==> src/rtl/tgdemux_pkg.sv <==
// -----------------------------------------------------------------------------
// tgdemux_pkg
// Shared types and helpers for the 2:1 word demux capture path.
//   demux_state_t   : pairing FSM state (IDLE = waiting for lane A,
//                     GOT_A = lane-A word captured, waiting for lane B)
//   DEMUX_WIDTH_DEF : default lane word width
//   sat_inc()       : saturating increment, used by the event counters
// -----------------------------------------------------------------------------
package tgdemux_pkg;

   typedef enum logic {
      IDLE  = 1'b0,
      GOT_A = 1'b1
   } demux_state_t;

   localparam int DEMUX_WIDTH_DEF = 8;
   localparam int DEMUX_CNT_W_MAX = 32;

   // Increment cnt unless it already equals max (the all-ones value of the
   // caller's counter width). Counters up to DEMUX_CNT_W_MAX bits are supported.
   function automatic logic [DEMUX_CNT_W_MAX-1:0] sat_inc(
      input logic [DEMUX_CNT_W_MAX-1:0] cnt,
      input logic [DEMUX_CNT_W_MAX-1:0] max
   );
      return (cnt == max) ? cnt : cnt + 1'b1;
   endfunction

endpackage

==> src/rtl/tgdemux2_capture_sel_glitch_filter.sv <==
// -----------------------------------------------------------------------------
// sel_glitch_filter
// Debounces the lane indicator of the muxed bus. The effective sel (esel) of a
// valid sample follows in_sel only once two consecutive valid samples agree;
// the first disagreeing sample keeps the previous esel. This rides out mux
// settling right after a sel toggle. Only valid samples advance the filter.
// Used by tgdemux2_capture when DEMUX_GLITCH_FILTER_EN is defined.
// Ports:
//   clk      in  system clock
//   rst_n    in  synchronous active-low reset (filter state -> 0)
//   in_sel   in  raw lane indicator
//   in_valid in  in_sel qualifies this cycle
//   esel     out filtered lane indicator for the current sample
// -----------------------------------------------------------------------------
module sel_glitch_filter (
   input  logic clk,
   input  logic rst_n,
   input  logic in_sel,
   input  logic in_valid,
   output logic esel
);

   logic filt_q;  // esel applied to the previous valid sample
   logic last_q;  // raw in_sel of the previous valid sample

   // Agreement with the previous raw sample makes the new value stick;
   // otherwise the established value is kept for this sample.
   assign esel = (in_sel == last_q) ? in_sel : filt_q;

   always_ff @(posedge clk) begin
      if (!rst_n) begin
         filt_q <= 1'b0;
         last_q <= 1'b0;
      end else if (in_valid) begin
         filt_q <= esel;
         last_q <= in_sel;
      end
   end

endmodule

==> src/rtl/tgdemux2_capture.sv <==
// -----------------------------------------------------------------------------
// tgdemux2_capture
// Receive end of the 2:1 word mux path. Rebuilds {lane A, lane B} word pairs
// from a time-multiplexed bus and presents each pair through a one-entry
// valid/ready holding register.
// Optional feature: define DEMUX_GLITCH_FILTER_EN to debounce in_sel through
// sel_glitch_filter; otherwise in_sel is used directly with no added latency.
// Parameters:
//   WIDTH  bits per lane word
//   CNT_W  width of the saturating orphan/overflow counters (<= 32)
// Ports:
//   clk        in   system clock, rising edge
//   rst_n      in   synchronous active-low reset
//   in_data    in   muxed bus sample
//   in_sel     in   lane of in_data (0 = A, 1 = B)
//   in_valid   in   in_data/in_sel qualify this cycle
//   out_a      out  lane-A word of the held pair
//   out_b      out  lane-B word of the held pair
//   out_valid  out  pair held, stable until accepted
//   out_ready  in   consumer accepts when out_valid & out_ready
//   orphan_cnt out  B samples seen with no pending A (saturating)
//   ovf_cnt    out  pairs dropped because the holding register was full
// -----------------------------------------------------------------------------
module tgdemux2_capture
   import tgdemux_pkg::*;
#(
   parameter int WIDTH = DEMUX_WIDTH_DEF,
   parameter int CNT_W = 8
) (
   input  logic             clk,
   input  logic             rst_n,
   input  logic [WIDTH-1:0] in_data,
   input  logic             in_sel,
   input  logic             in_valid,
   output logic [WIDTH-1:0] out_a,
   output logic [WIDTH-1:0] out_b,
   output logic             out_valid,
   input  logic             out_ready,
   output logic [CNT_W-1:0] orphan_cnt,
   output logic [CNT_W-1:0] ovf_cnt
);

   localparam logic [CNT_W-1:0] CNT_MAX = {CNT_W{1'b1}};

   demux_state_t     state, state_nxt;
   logic             esel;
   logic [WIDTH-1:0] a_reg;
   logic             load_a;
   logic             pair_done;
   logic             orphan_hit;
   logic             hold_free;

   // ---------------------------------------------------------------------------
   // Effective lane indicator
   // ---------------------------------------------------------------------------
`ifdef DEMUX_GLITCH_FILTER_EN
   sel_glitch_filter u_sel_filter (
      .clk      (clk),
      .rst_n    (rst_n),
      .in_sel   (in_sel),
      .in_valid (in_valid),
      .esel     (esel)
   );
`else
   assign esel = in_sel;
`endif

   // ---------------------------------------------------------------------------
   // Pairing FSM: state register
   // ---------------------------------------------------------------------------
   // NOTE: state is updated with <= so every always_ff block samples the
   // pre-edge value; a blocking = here would create evaluation-order races.
   always_ff @(posedge clk) begin
      if (!rst_n) state <= IDLE;
      else        state <= state_nxt;
   end

   // ---------------------------------------------------------------------------
   // Pairing FSM: next state (only a valid sample moves it)
   // ---------------------------------------------------------------------------
   // NOTE: every always_comb output gets a default first so no path leaves it
   // unassigned, which would otherwise infer a latch.
   always_comb begin
      state_nxt = state;
      if (in_valid) begin
         unique case (state)
            IDLE:  if (!esel) state_nxt = GOT_A;
            GOT_A: if (esel)  state_nxt = IDLE;
            default: state_nxt = IDLE;
         endcase
      end
   end

   // ---------------------------------------------------------------------------
   // Pairing FSM: per-sample strobes
   //   load_a     : lane-A word captured (last one wins while sel stays low)
   //   pair_done  : lane-B word completes the pair {a_reg, in_data}
   //   orphan_hit : lane-B word with nothing pending
   // ---------------------------------------------------------------------------
   always_comb begin
      load_a     = 1'b0;
      pair_done  = 1'b0;
      orphan_hit = 1'b0;
      if (in_valid) begin
         if (!esel)               load_a     = 1'b1;
         else if (state == GOT_A) pair_done  = 1'b1;
         else                     orphan_hit = 1'b1;
      end
   end

   // ---------------------------------------------------------------------------
   // Lane-A capture
   // ---------------------------------------------------------------------------
   always_ff @(posedge clk) begin
      if (!rst_n)      a_reg <= '0;
      else if (load_a) a_reg <= in_data;
   end

   // ---------------------------------------------------------------------------
   // Holding register. A slot being accepted this cycle counts as free, so a
   // new pair can follow an accepted one back to back.
   // ---------------------------------------------------------------------------
   assign hold_free = !out_valid || out_ready;

   always_ff @(posedge clk) begin
      if (!rst_n) begin
         out_a     <= '0;
         out_b     <= '0;
         out_valid <= 1'b0;
      end else if (pair_done && hold_free) begin
         out_a     <= a_reg;
         out_b     <= in_data;
         out_valid <= 1'b1;
      end else if (out_valid && out_ready) begin
         out_valid <= 1'b0;  // data words keep their last value
      end
   end

   // ---------------------------------------------------------------------------
   // Saturating event counters
   // ---------------------------------------------------------------------------
   always_ff @(posedge clk) begin
      if (!rst_n) begin
         orphan_cnt <= '0;
         ovf_cnt    <= '0;
      end else begin
         if (orphan_hit)
            orphan_cnt <= CNT_W'(sat_inc(DEMUX_CNT_W_MAX'(orphan_cnt),
                                         DEMUX_CNT_W_MAX'(CNT_MAX)));
         if (pair_done && !hold_free)
            ovf_cnt <= CNT_W'(sat_inc(DEMUX_CNT_W_MAX'(ovf_cnt),
                                      DEMUX_CNT_W_MAX'(CNT_MAX)));
      end
   end

endmodule

==> config.mk <==
export PLATFORM = sky130hd
export DESIGN_NAME = tgdemux2_capture
export DESIGN_NICKNAME = d
export VERILOG_FILES = /design/src/rtl/tgdemux_pkg.sv /design/src/rtl/tgdemux2_capture_sel_glitch_filter.sv /design/src/rtl/tgdemux2_capture.sv
export SDC_FILE = /design/constraint.sdc
export NUM_CORES = 1
export LEC_CHECK = 0
export CAP_MARGIN = 20
export CORE_MARGIN = 4
export CORE_UTILIZATION = 35
export CTS_CLUSTER_DIAMETER = 40
export DETAILED_ROUTE_END_ITERATION = 10
export GPL_TIMING_DRIVEN = 1
export HOLD_SLACK_MARGIN = 0.15
export PLACE_DENSITY = 0.71
export SLEW_MARGIN = 20
export SYNTH_ARGS = -nofsm -noshare
export SYNTH_HDL_FRONTEND = slang
export SYNTH_SLANG_ARGS = --single-unit
==> constraint.sdc <==
create_clock -name clk -period 1.65 [get_ports clk]
set_input_delay 0.2475 -clock clk [delete_from_list [all_inputs] [get_ports clk]]
set_output_delay 0.2475 -clock clk [all_outputs]
set_load 0.02 [all_outputs]
* Word-level counts from Yosys, hierarchy flattened *
Index checks and enable logic that the tools add are counted.

word-level totals
  register bits after elaboration = 42

cells by class
  muxes and demuxes = 10
  reduce and logical (&&, ||, !) cells = 9
  bitwise logic cells = 2
  $add $sub $neg = 2
  eq/ne operators = 2

operators with widths
  kind                                          number
  adder 8 x 1 -> 8 bit (second input constant)  2
  equality test 8 bit (second input constant)   2
  2-to-1 mux 1 bit                              10
  AND reduction 2 bit                           2
  logical AND 1 bit                             3
  zero test 1 bit                               2
  NOT 1 bit                                     2
  nonzero test 2 bit                            1
  logical OR 1 bit                              1

* Longest topological paths before layout *
  word-level depth = 5
  mapped depth = 5
  gate-level depth less buffers = 5

* Worst setup path after synthesis *
OpenSTA, ideal clock, no wires.

  kind = register -> register
  start = register orphan_cnt[0]
  end = register orphan_cnt[0]
  setup slack = 0.164 ns
  stages on the path, launching flop included = 6
  data required time = 1.522 ns
  library setup time = 0.128 ns
  data arrival time = 1.358 ns
  path through = dfxtp_1 > ha_1 > nand2_1 > o31ai_2 > xor2_1 > nor2_1

between the ends
  word-level cells in the longest chain between the ends = 3
  elaborated cells between the ends (all ways) = 4
  classes of those cells = add/sub (1); eq/ne (1); bitwise (1); reduce/logical (1)

ends and longest elaborated chain
  element                                                       RTL line                 source
  from (decl)                                                   tgdemux2_capture.sv:39   output logic [CNT_W-1:0] orphan_cnt,
  from (signal assigned)                                        tgdemux2_capture.sv:148  orphan_cnt <= CNT_W'(sat_inc(DEMUX_CNT_W_MAX'(orphan_cnt),
  branches (longest 3 deep; another with adder 8 x 1 -> 8 bit)  n/a

Parallel ways; which one is timed is not known.
A chain may end at the register's enable or synchronous reset.

* Final worst setup path *
  start = register orphan_cnt[0]
  end = output orphan_cnt[0]

No word-level cell between the ends.

==> metrics.txt <==
synth unique cells=36; Final Power=1825 uW; final-report setup violation count=0; CTS root buf=clkbuf_8; ANT nets after route=0; HP Class=input port to register; std cell rows=25; Filler cells=471; Main synth FF type=dfxtp_1; Hold Vio Cnt, Final=0; relative slew slack=67.38%; layout cells sized above 1=11.16%; Worst-path clk slew=0.08 ns; critical path cell sequence=buf_4 > clkdlybuf4s50_1; RSZ-0062 raised after global routing=false; slowest library cell on the worst path=clkdlybuf4s50_1; Initial Util=36.45%; worst flop-to-flop path startpoint=ovf_cnt[0]; TritonCTS clock tree=built; fmax=0.6300 GHz; WP data required=1.40 ns; Wirelength per Cell=12.52 um; clk_lat worst skew=0.29 ns; synthesized instance count=197; maximum number of pins on one net before global-route repair=39; clk buf depth=2; Int Pwr=1401 uW; clock power share=33.8%; port bufs=45; CP Buf/Inv Count=2; Hold EP=state; worst clock skew=0.005709 ns; register area share after synthesis=48.52%; HP Start=in_valid; WL final=3982 um; placed instance count=311; crit end category=output port; Boundary Pins=46; Residual DRC=0; CP Max Fanout=3; pwr dens=745.5 mW/mm^2; Synth area leaders=dfxtp_1 (49%), nand2_1 (9.3%), mux2i_1 (6.4%); Net Sw Frac=23.27%; Async S/R FF share, synth=0%; initial antenna violation count=0; Hold Path Depth=3; WS Path Type=register to output port; nets=266; most common cell after layout, fill and taps aside=nand2_1; Yosys top cell area share=48.52%; Ys Warns=0; R2R Setup Slk=0.13 ns; Synth Area per Inst=8.797 sq um; peak per-stage delay on the critical path=0.60 ns; drt first-iter violations=85; multi-input logic area=859.6 sq um; via count=1,563; GRT overflow=0; global-route wire length before repair=6713 um; die area=0.006141 sq mm; number of global-route vias before repair=1,461; peak supply drop=0.4329 mV; die height=78.37 um; diodes inserted=0; vias per inst=4.915; DRT Pass-1 Iters=4; H-tree depth=2; most frequent cells in the layout=nand2_1 (43), dfxtp_1 (42), clkdlybuf4s50_1 (36), nor2_1 (20), a21oi_1 (20); final worst path period need=1.587 ns; startpoint types=register; register bit total from synthesis=42; CP top delay family=buffers and inverters; Flop pwr share=57.3%; Tot GR Track Use=13.66%; combinational share of power=9.0%; CTS sink count=42; Least-Margin Pin Slew=0.4892 ns; Reg area=840.8 sq um; Final HPWL DP=2845 um; R2R Path End=ovf_cnt[1]; net count after synthesis=212; Synth-to-Final Area Change=41.30%; Crit path arrival time=1.34 ns; Leak=0.001013 uW; post-synth design cell area=0.001733 sq mm; period utilisation layout=96.20%; dominant cell type by area after synthesis=dfxtp_1; worst r2r path cells=6; Setup Fix Bufs, Post-CTS=0; Die X=78.37 um; Finished Layout Cells=318; status=complete, no violations; cts bufs inserted=5; maxcap violations=0; Core ar.=0.004755 sq mm; Psw=424.8 uW; Final Wtd Congestion=0.8354; EDFF count, synth=0; Max Slew Vio Count=0
-- metal layers --
metal	GRT usage [%]	up-vias	wire length, um
li1	-	787	-
met1	16.93	719	1756
met2	22.69	45	1954
met3	2.523	12	175
met4	6.818	0	96
met5	0	-	0
-- power groups by stage --
stage | Sequential, uW | Clock [uW] | Combinational [uW]
6_report | 1050 | 617 | 164
5_1_grt | 1050 | 691 | 177
4_1_cts | 1050 | 649 | 166
3_5_place_dp | 1070 | 0 | 165
3_3_place_gp | 1070 | 0 | 164
2_1_floorplan | 1080 | 0 | 64.2
-- cell type report --
cell class                 count  area share, %
clock inverter                 2         0.4088
sequential                    42          34.34
multi-input combinational    146          35.10
timing repair buffer          54          23.61
clock buffer                   5          2.810
tap                           67          3.424
inverter                       2         0.3066
-- per-stage QoR --
step                      utilization (%)  worst slack [ns]  setup TNS, ns  cell area [sq um]  hold slack [ns]
after floorplan                         -            0.1639              0               1733           0.3369
after global placement              49.21          -0.03665        -0.3896               2340           0.4405
after detailed placement            49.21          -0.09173        -0.7516               2340           0.4463
after CTS                           50.87          0.005225              0               2419           0.4582
after global routing                51.50          0.001160              0               2449           0.4378
final                               51.50           0.06268              0               2449           0.4029
-- Yosys cell counts (2+ instances only) --
cell,count
a21oi_1,20
nor4_1,3
nand3_1,4
mux2i_1,11
o2111ai_1,2
o21ai_0,5
nand3_2,3
a31oi_1,2
nor2_1,20
buf_2,2
ha_1,2
xor2_1,4
clkbuf_1,4
inv_1,2
nand4_1,2
dfxtp_1,42
nor4_2,3
nor3_1,5
a211oi_1,2
nand2_1,43
-- cell families after synthesis --
family	synth area share, %
muxes	6.354
DFF	48.52
and+or+nand+nor	27.15
adders and majority gates	1.444
xor gates and xnor gates	2.021
buffers and inverters	2.311
AOI/OAI and AO/OA	12.20
-- how the worst max path moves through the flow --
stage / endpoint / slack (ns) / start / cells past startpoint
4_1_cts: orphan_cnt[3] / 0.005 / orphan_cnt[3] / 1
3_5_place_dp: ovf_cnt[7] / -0.09 / in_valid / 5
3_3_place_gp: a_reg[5] / -0.04 / in_valid / 4
5_1_grt: orphan_cnt[0] / 0.001 / orphan_cnt[0] / 2
6_report: orphan_cnt[0] / 0.06 / orphan_cnt[0] / 2
2_1_floorplan: orphan_cnt[0] / 0.16 / orphan_cnt[0] / 5
-- what timing repair did --
action / 4_1_cts / 5_1_grt
setup endpoints to repair: 0 / 10
hold buffers: 0 / 0
gates resized for setup: 0 / 10
-- worst register-to-register path, delay by kind of cell (launching register included) --
kind / cells / cell delay [ns]
mux: 1 / 0.17
buf+inv: 1 / 0.16
compound gates: 1 / 0.23
flops: 1 / 0.39
fa+ha+maj: 1 / 0.25
simple gates: 2 / 0.20
Power figures use the tool's default switching activity.
